===== config.mk =====
export PLATFORM = sky130hd
export DESIGN_NAME = sound_latch_rx
export DESIGN_NICKNAME = d
export VERILOG_FILES = /design/src/rtl/sound_pkg.sv /design/src/rtl/snd_latch_fifo.sv /design/src/rtl/sound_latch_rx.sv
export SDC_FILE = /design/constraint.sdc
export NUM_CORES = 1
export LEC_CHECK = 0
export CORE_MARGIN = 2
export CORE_UTILIZATION = 35
export DETAILED_ROUTE_END_ITERATION = 6
export PLACE_DENSITY = 0.75
export SKIP_CTS_REPAIR_TIMING = 1
export SLEW_MARGIN = 20
export SYNTH_ARGS = -nofsm -noshare
export SYNTH_HDL_FRONTEND = slang
export SYNTH_SLANG_ARGS = --single-unit

===== constraint.sdc =====
create_clock -name clk_sys -period 1.47 [get_ports clk_sys]
set_input_delay 0.3675 -clock clk_sys [delete_from_list [all_inputs] [get_ports clk_sys]]
set_output_delay 0.3675 -clock clk_sys [all_outputs]
set_load 0.005 [all_outputs]

===== src/rtl/sound_pkg.sv =====
// Shared constants for the sound-CPU command latch: IM0 vectors and vector bit positions.
package sound_pkg;

    localparam logic [7:0] VEC_NONE  = 8'hFF;
    localparam logic [7:0] VEC_YM    = 8'hEF;
    localparam logic [7:0] VEC_LATCH = 8'hDF;
    localparam logic [7:0] VEC_BOTH  = 8'hCF;

    localparam int YM_BIT_POS    = 4;
    localparam int LATCH_BIT_POS = 5;

    // RST-style vector: each pending source clears its own bit of FF.
    function automatic logic [7:0] irq_vec(
        input logic ym,
        input logic lp,
        input int   ybit,
        input int   lbit
    );
        logic [7:0] v;
        v = VEC_NONE;
        v[ybit[2:0]] = v[ybit[2:0]] & ~ym;
        v[lbit[2:0]] = v[lbit[2:0]] & ~lp;
        return v;
    endfunction

endpackage


===== src/rtl/snd_latch_fifo.sv =====
// Byte FIFO behind the sound command latch (used only with SND_LATCH_FIFO_EN).
// Push when full is refused unless a pop happens in the same cycle.
module snd_latch_fifo #(
    parameter int DEPTH = 4
) (
    input  logic       clk_i,
    input  logic       rst_ni,
    input  logic       push_i,
    input  logic       pop_i,
    input  logic [7:0] din_i,
    output logic [7:0] head_o,
    output logic       full_o,
    output logic       empty_o,
    output logic       empty_nxt_o
);

    localparam int AW = $clog2(DEPTH);

    logic [AW-1:0] rd_q, rd_d;
    logic [AW-1:0] wr_q, wr_d;
    logic [AW:0]   cnt_q, cnt_d;
    logic [7:0]    mem_q [DEPTH];
    logic          do_push;
    logic          do_pop;

    assign full_o  = (cnt_q == (AW+1)'(DEPTH));
    assign empty_o = (cnt_q == '0);
    assign do_pop  = pop_i & ~empty_o;
    assign do_push = push_i & (~full_o | pop_i);

    always_comb begin
        rd_d  = rd_q;
        wr_d  = wr_q;
        cnt_d = cnt_q;
        if (do_pop) begin
            rd_d = rd_q + AW'(1);
        end
        if (do_push) begin
            wr_d = wr_q + AW'(1);
        end
        cnt_d = cnt_q + (AW+1)'(do_push) - (AW+1)'(do_pop);
    end

    assign empty_nxt_o = (cnt_d == '0);
    assign head_o      = empty_o ? 8'h00 : mem_q[rd_q];

    always_ff @(posedge clk_i or negedge rst_ni) begin
        if (!rst_ni) begin
            rd_q  <= '0;
            wr_q  <= '0;
            cnt_q <= '0;
        end else begin
            rd_q  <= rd_d;
            wr_q  <= wr_d;
            cnt_q <= cnt_d;
        end
    end

    always_ff @(posedge clk_i) begin
        if (do_push) begin
            mem_q[wr_q] <= din_i;
        end
    end

endmodule


===== src/rtl/sound_latch_rx.sv =====
// Z80 end of the main->sound command latch with YM2151 IRQ merge and IM0 vector.
// Define SND_LATCH_FIFO_EN to replace the single register with a FIFO_DEPTH-byte FIFO.
module sound_latch_rx
    import sound_pkg::*;
#(
    parameter int FIFO_DEPTH    = 4,
    parameter int VEC_YM_BIT    = YM_BIT_POS,
    parameter int VEC_LATCH_BIT = LATCH_BIT_POS
) (
    input  logic       clk_sys,
    input  logic       reset_n,
    input  logic       latch_wr,
    input  logic [7:0] latch_din,
    output logic       latch_rdy,
    input  logic       z80_rd,
    input  logic       z80_ack,
    output logic [7:0] latch_dout,
    input  logic       ym_irq_n,
    output logic       z80_int_n,
    output logic [7:0] int_vector,
    output logic       overflow
);

    logic prev_q;
    logic ym_pend_q, ym_pend_d;
    logic int_n_q, int_n_d;
    logic ovf_q, ovf_d;
    logic wr_edge;
    logic latch_pend;
    logic latch_pend_d;
    logic drop;

    assign wr_edge   = latch_wr & ~prev_q;
    assign ym_pend_d = ~ym_irq_n;

`ifdef SND_LATCH_FIFO_EN
    logic       fifo_full;
    logic       fifo_empty;
    logic       fifo_empty_nxt;
    logic [7:0] fifo_head;
    logic       unused_rd;

    snd_latch_fifo #(
        .DEPTH(FIFO_DEPTH)
    ) u_fifo (
        .clk_i      (clk_sys),
        .rst_ni     (reset_n),
        .push_i     (wr_edge),
        .pop_i      (z80_ack),
        .din_i      (latch_din),
        .head_o     (fifo_head),
        .full_o     (fifo_full),
        .empty_o    (fifo_empty),
        .empty_nxt_o(fifo_empty_nxt)
    );

    assign latch_pend   = ~fifo_empty;
    assign latch_pend_d = ~fifo_empty_nxt;
    assign drop         = wr_edge & fifo_full & ~z80_ack;
    assign latch_dout   = fifo_head;
    assign latch_rdy    = ~fifo_full;
    assign unused_rd    = z80_rd;
`else
    logic [7:0] data_q, data_d;
    logic       pend_q, pend_d;
    logic       unused_rd;

    // A write in the ack cycle replaces an already-released byte: no overflow.
    always_comb begin
        data_d = data_q;
        pend_d = pend_q;
        drop   = 1'b0;
        if (wr_edge) begin
            data_d = latch_din;
            pend_d = 1'b1;
            drop   = pend_q & ~z80_ack;
        end else if (z80_ack) begin
            pend_d = 1'b0;
        end
    end

    always_ff @(posedge clk_sys or negedge reset_n) begin
        if (!reset_n) begin
            data_q <= 8'h00;
            pend_q <= 1'b0;
        end else begin
            data_q <= data_d;
            pend_q <= pend_d;
        end
    end

    assign latch_pend   = pend_q;
    assign latch_pend_d = pend_d;
    assign latch_dout   = data_q;
    assign latch_rdy    = ~pend_q;
    assign unused_rd    = ^{z80_rd, FIFO_DEPTH[0]};
`endif

    assign ovf_d   = ovf_q | drop;
    assign int_n_d = ~(ym_pend_d | latch_pend_d);

    always_ff @(posedge clk_sys or negedge reset_n) begin
        if (!reset_n) begin
            prev_q    <= 1'b1;
            ym_pend_q <= 1'b0;
            int_n_q   <= 1'b1;
            ovf_q     <= 1'b0;
        end else begin
            prev_q    <= latch_wr;
            ym_pend_q <= ym_pend_d;
            int_n_q   <= int_n_d;
            ovf_q     <= ovf_d;
        end
    end

    assign z80_int_n  = int_n_q;
    assign overflow   = ovf_q;
    assign int_vector = irq_vec(ym_pend_q, latch_pend,
                                VEC_YM_BIT, VEC_LATCH_BIT);

endmodule

Yosys cells after proc, flatten, opt, wreduce, memory -nomap -nowiden
Cells that the tools add are included.
{"block": "word_totals", "reg_bits": 13, "inputBits": 14, "output_inout_bits": 19, "word_cells": 19}
{"block": "op_classes", "muxes": 3, "bitwise_logic": 10}
{"cell": "NOT 1 bit", "n": 6}
{"cell": "two-way mux 1 bit", "n": 3}
{"cell": "AND 1 bit", "n": 2}
{"cell": "OR 1 bit", "n": 2}

Logic depth before layout (Yosys ltp)
{"block": "logic_depth", "word_depth": 5, "ltp_mapped": 3, "ltp_nobuf": 2}

Least setup slack after synthesis
No wires, ideal clock.
{"block": "synth_path", "path_type": "flip-flop to flip-flop", "from": "reg prev_q", "to": "reg data_q[0] (netlist: latch_dout[0])", "setup_ps": 125, "arrival_time_ps": 979, "required_ps": 1345, "setup_slack_ps": 366, "stages_incl_launch_ff": 4, "path_buffers": 1, "period_less_slack_ps": 1104, "path_cell_list": "dfstp_2 > nor2b_4 > buf_6 > mux2_4"}
{"block": "synth_via", "elab_chain_len": 2}
{"item": "start, declared", "line_no": "sound_latch_rx.sv:24", "source": "logic prev_q;"}
{"item": "start signal, assigned", "line_no": "sound_latch_rx.sv:109", "source": "prev_q <= latch_wr;"}
{"item": "NOT 1 bit", "line_no": "sound_latch_rx.sv:33", "source": "assign wr_edge = latch_wr & ~prev_q;"}
{"item": "AND 1 bit", "line_no": "sound_latch_rx.sv:33"}
{"item": "end signal, assigned", "line_no": "sound_latch_rx.sv:87", "source": "data_q <= data_d;"}
{"item": "end, declared", "line_no": "sound_latch_rx.sv:64", "source": "logic [7:0] data_q, data_d;"}
No other way between the ends.
A chain may end at the register's enable or synchronous reset.

Worst setup path in the final report
{"block": "layout_path", "from": "in latch_wr", "to": "reg data_q[2] (netlist: latch_dout[2])"}
{"block": "layout_via", "elab_chain_len": 1}
{"item": "start, declared", "line_no": "sound_latch_rx.sv:12", "source": "input logic latch_wr,"}
{"item": "AND 1 bit", "line_no": "sound_latch_rx.sv:33"}
No other way between the ends.

==> run metrics <==
ys flop type=dfrtp_1; synthesized instance count=38; IO Pins=33; number of synthesized flops with an enable pin=0; layout cells sized above 1=0.300; grt total ovfl=0; Post-Syn Area per Cell=14.8 um2; htree depth=1; Crit Path Max Fanout=6; # clock sinks=13; Synth area leader=dfrtp_1; RSZ-0062 raised after global routing=no; DR vias=roughly 360; routed length per instance=12.4 um; Final Hold Vio Count=0; VDD IR max=0.000518 V; post-synthesis async set-or-reset flop share=1.00; Reg area=328 um2; CP max stage delay=0.48 ns; Layout area overhead=58.4%; startpoint types=input port; top cells by count, synth=dfrtp_1 (11), buf_4 (7), mux2_4 (7); IO buf count=25; Routed Antenna Nets=0; outcome=complete, no violations; largest net degree at the start of global routing=8; Worst-path clk slew=roughly 0.070 ns; crit path time final=roughly 1.3 ns; Pwr Density=940 nW/um2; CP Cell Sequence=clkdlybuf4s50_1, nor2b_4, buf_4, mux2_4; CTS tree=done; Max Root-Sink Buffers=2; r2r startpoint=prev_q; DRC=0; initial antenna violation count=0; Max-Cap Viols=0; Yosys reg bits=13; ant diodes=0; sequential area share after synthesis=0.582; DIE WIDTH=44.1 um; Initial Utilization=0.374; slowest CP cell=clkdlybuf4s50_1; WP data required=about 1.6 ns; Yosys top cell area share=0.489; arrival time at the worst endpoint=1.48 ns; Critical Path Sink=latch_dout[2]; fin area=892 um2; vias per cell=~4.2; fin. max-slew vios=0; crit path kind=in2reg; leak pwr=0.512 nW; final wirelength=1070 um; cell with the most instances after synthesis=dfrtp_1; Cell Area, Synth=563 um2; Worst setup startpoint=latch_wr; Inserted Clock Buffers=3; Distinct cells, synth=13; Core Region=1510 um2; Ys Warns=0; initial DRC count=2; Fmax=0.746 GHz; Clock Root Buffer=clkbuf_4; DP HPWL=790 um; Synth area leaders=dfrtp_1 (49%), mux2_4 (19%), buf_4 (9.3%); die area=1950 um2; Worst-Skew Late Latency=0.26 ns; drt pass-1 iters=2; final RePlAce weighted congestion=0.679; reg2reg setup slack=0.31 ns; GR Util All Layers=0.125; Setup crit end kind=flop; Die Ht=roughly 44 um; HP Class=in2async; first-pass GRT wire length=approximately 1700 um; row cnt=14; Fillers=127; Multi-input gate area=179 um2; CP Buf/Inv Count=2; skew final=0.00415 ns; cell family with most CP delay=buffers and inverters; Final Cycle Share=0.912; nets@finish=85; capturing point of the worst reg2reg path=latch_dout[2]; vias in the first global route=369; Placed Area=811 um2; reg2reg path depth=3; CP Depth=4; overall power=approximately 0.84 mW; # setup viols final=0
## sequential cells by signal, summed over array words and instances, names as in the netlist
name and count:
overflow 1, ym_pend_q 1, prev_q 1, z80_int_n 1, latch_pend 1, latch_dout 8
## power breakdown
group          internal [mW]  leakage (nW)  switching, mW
registers              0.403         0.148         0.0199
clock network          0.105        0.0150         0.0962
logic                  0.153         0.349         0.0615
## per-stage QoR
step                       util  setup slack [ns]  TNS, ns  hold WS [ns]  std cells
after floorplan               -             0.366        0        0.0719         43
after global placement    0.538            -0.145   -0.991         0.447         79
after detailed placement  0.538            -0.144   -0.943         0.452         79
after CTS                 0.556            -0.184   -0.664         0.357         83
after global routing      0.592            0.0753        0         0.370         86
final                     0.592             0.129        0         0.356         86
## worst min path at each step
stage,cells past startpoint,startpoint,to,slack [ns]
finish,1,reset_n,latch_pend,0.36
global route,1,reset_n,latch_pend,0.37
CTS,1,reset_n,latch_pend,0.36
detailed placement,1,overflow,overflow,0.45
global placement,1,overflow,overflow,0.45
floorplan,0,reset_n,latch_dout[0],0.07
## logic make-up (layout without fill, tap and decap cells)
kind of cell,Yosys count,count (layout),synth area share
compound gates,1,1,0.0156
flops,13,13,0.582
mux,8,8,0.207
simple gates,4,4,0.0556
buf+inv,11,38,0.133
other cells,1,6,0.00666
## layout by cell type, fill, tap and decap left out, drive strengths merged
cell	count
conb	6
clkdlybuf4s50	12
nor2b	2
or2	1
clkbuf	4
nor3	1
dfrtp	11
dfstp	2
inv	3
mux2	8
a21o	1
buf	6
dlymetal6s2s	13
## layout make-up
| cell class | count | area share |
|---|---|---|
| Sequential cell | 13 | 0.367 |
| Timing Repair Buffer | 31 | 0.367 |
| Tap cell | 16 | 0.0224 |
| Multi-Input combinational cell | 19 | 0.201 |
| Inverter | 3 | 0.0126 |
| Clock buffer | 4 | 0.0295 |
## layer usage
metal / global-route usage / part of all wire
met1: 0.156 / 0.39
met2: 0.194 / 0.50
met3: 0.0327 / 0.11
met4: 0.0727 / 0
met5: 0 / 0
No activity file was read; power rests on OpenSTA's default activity.
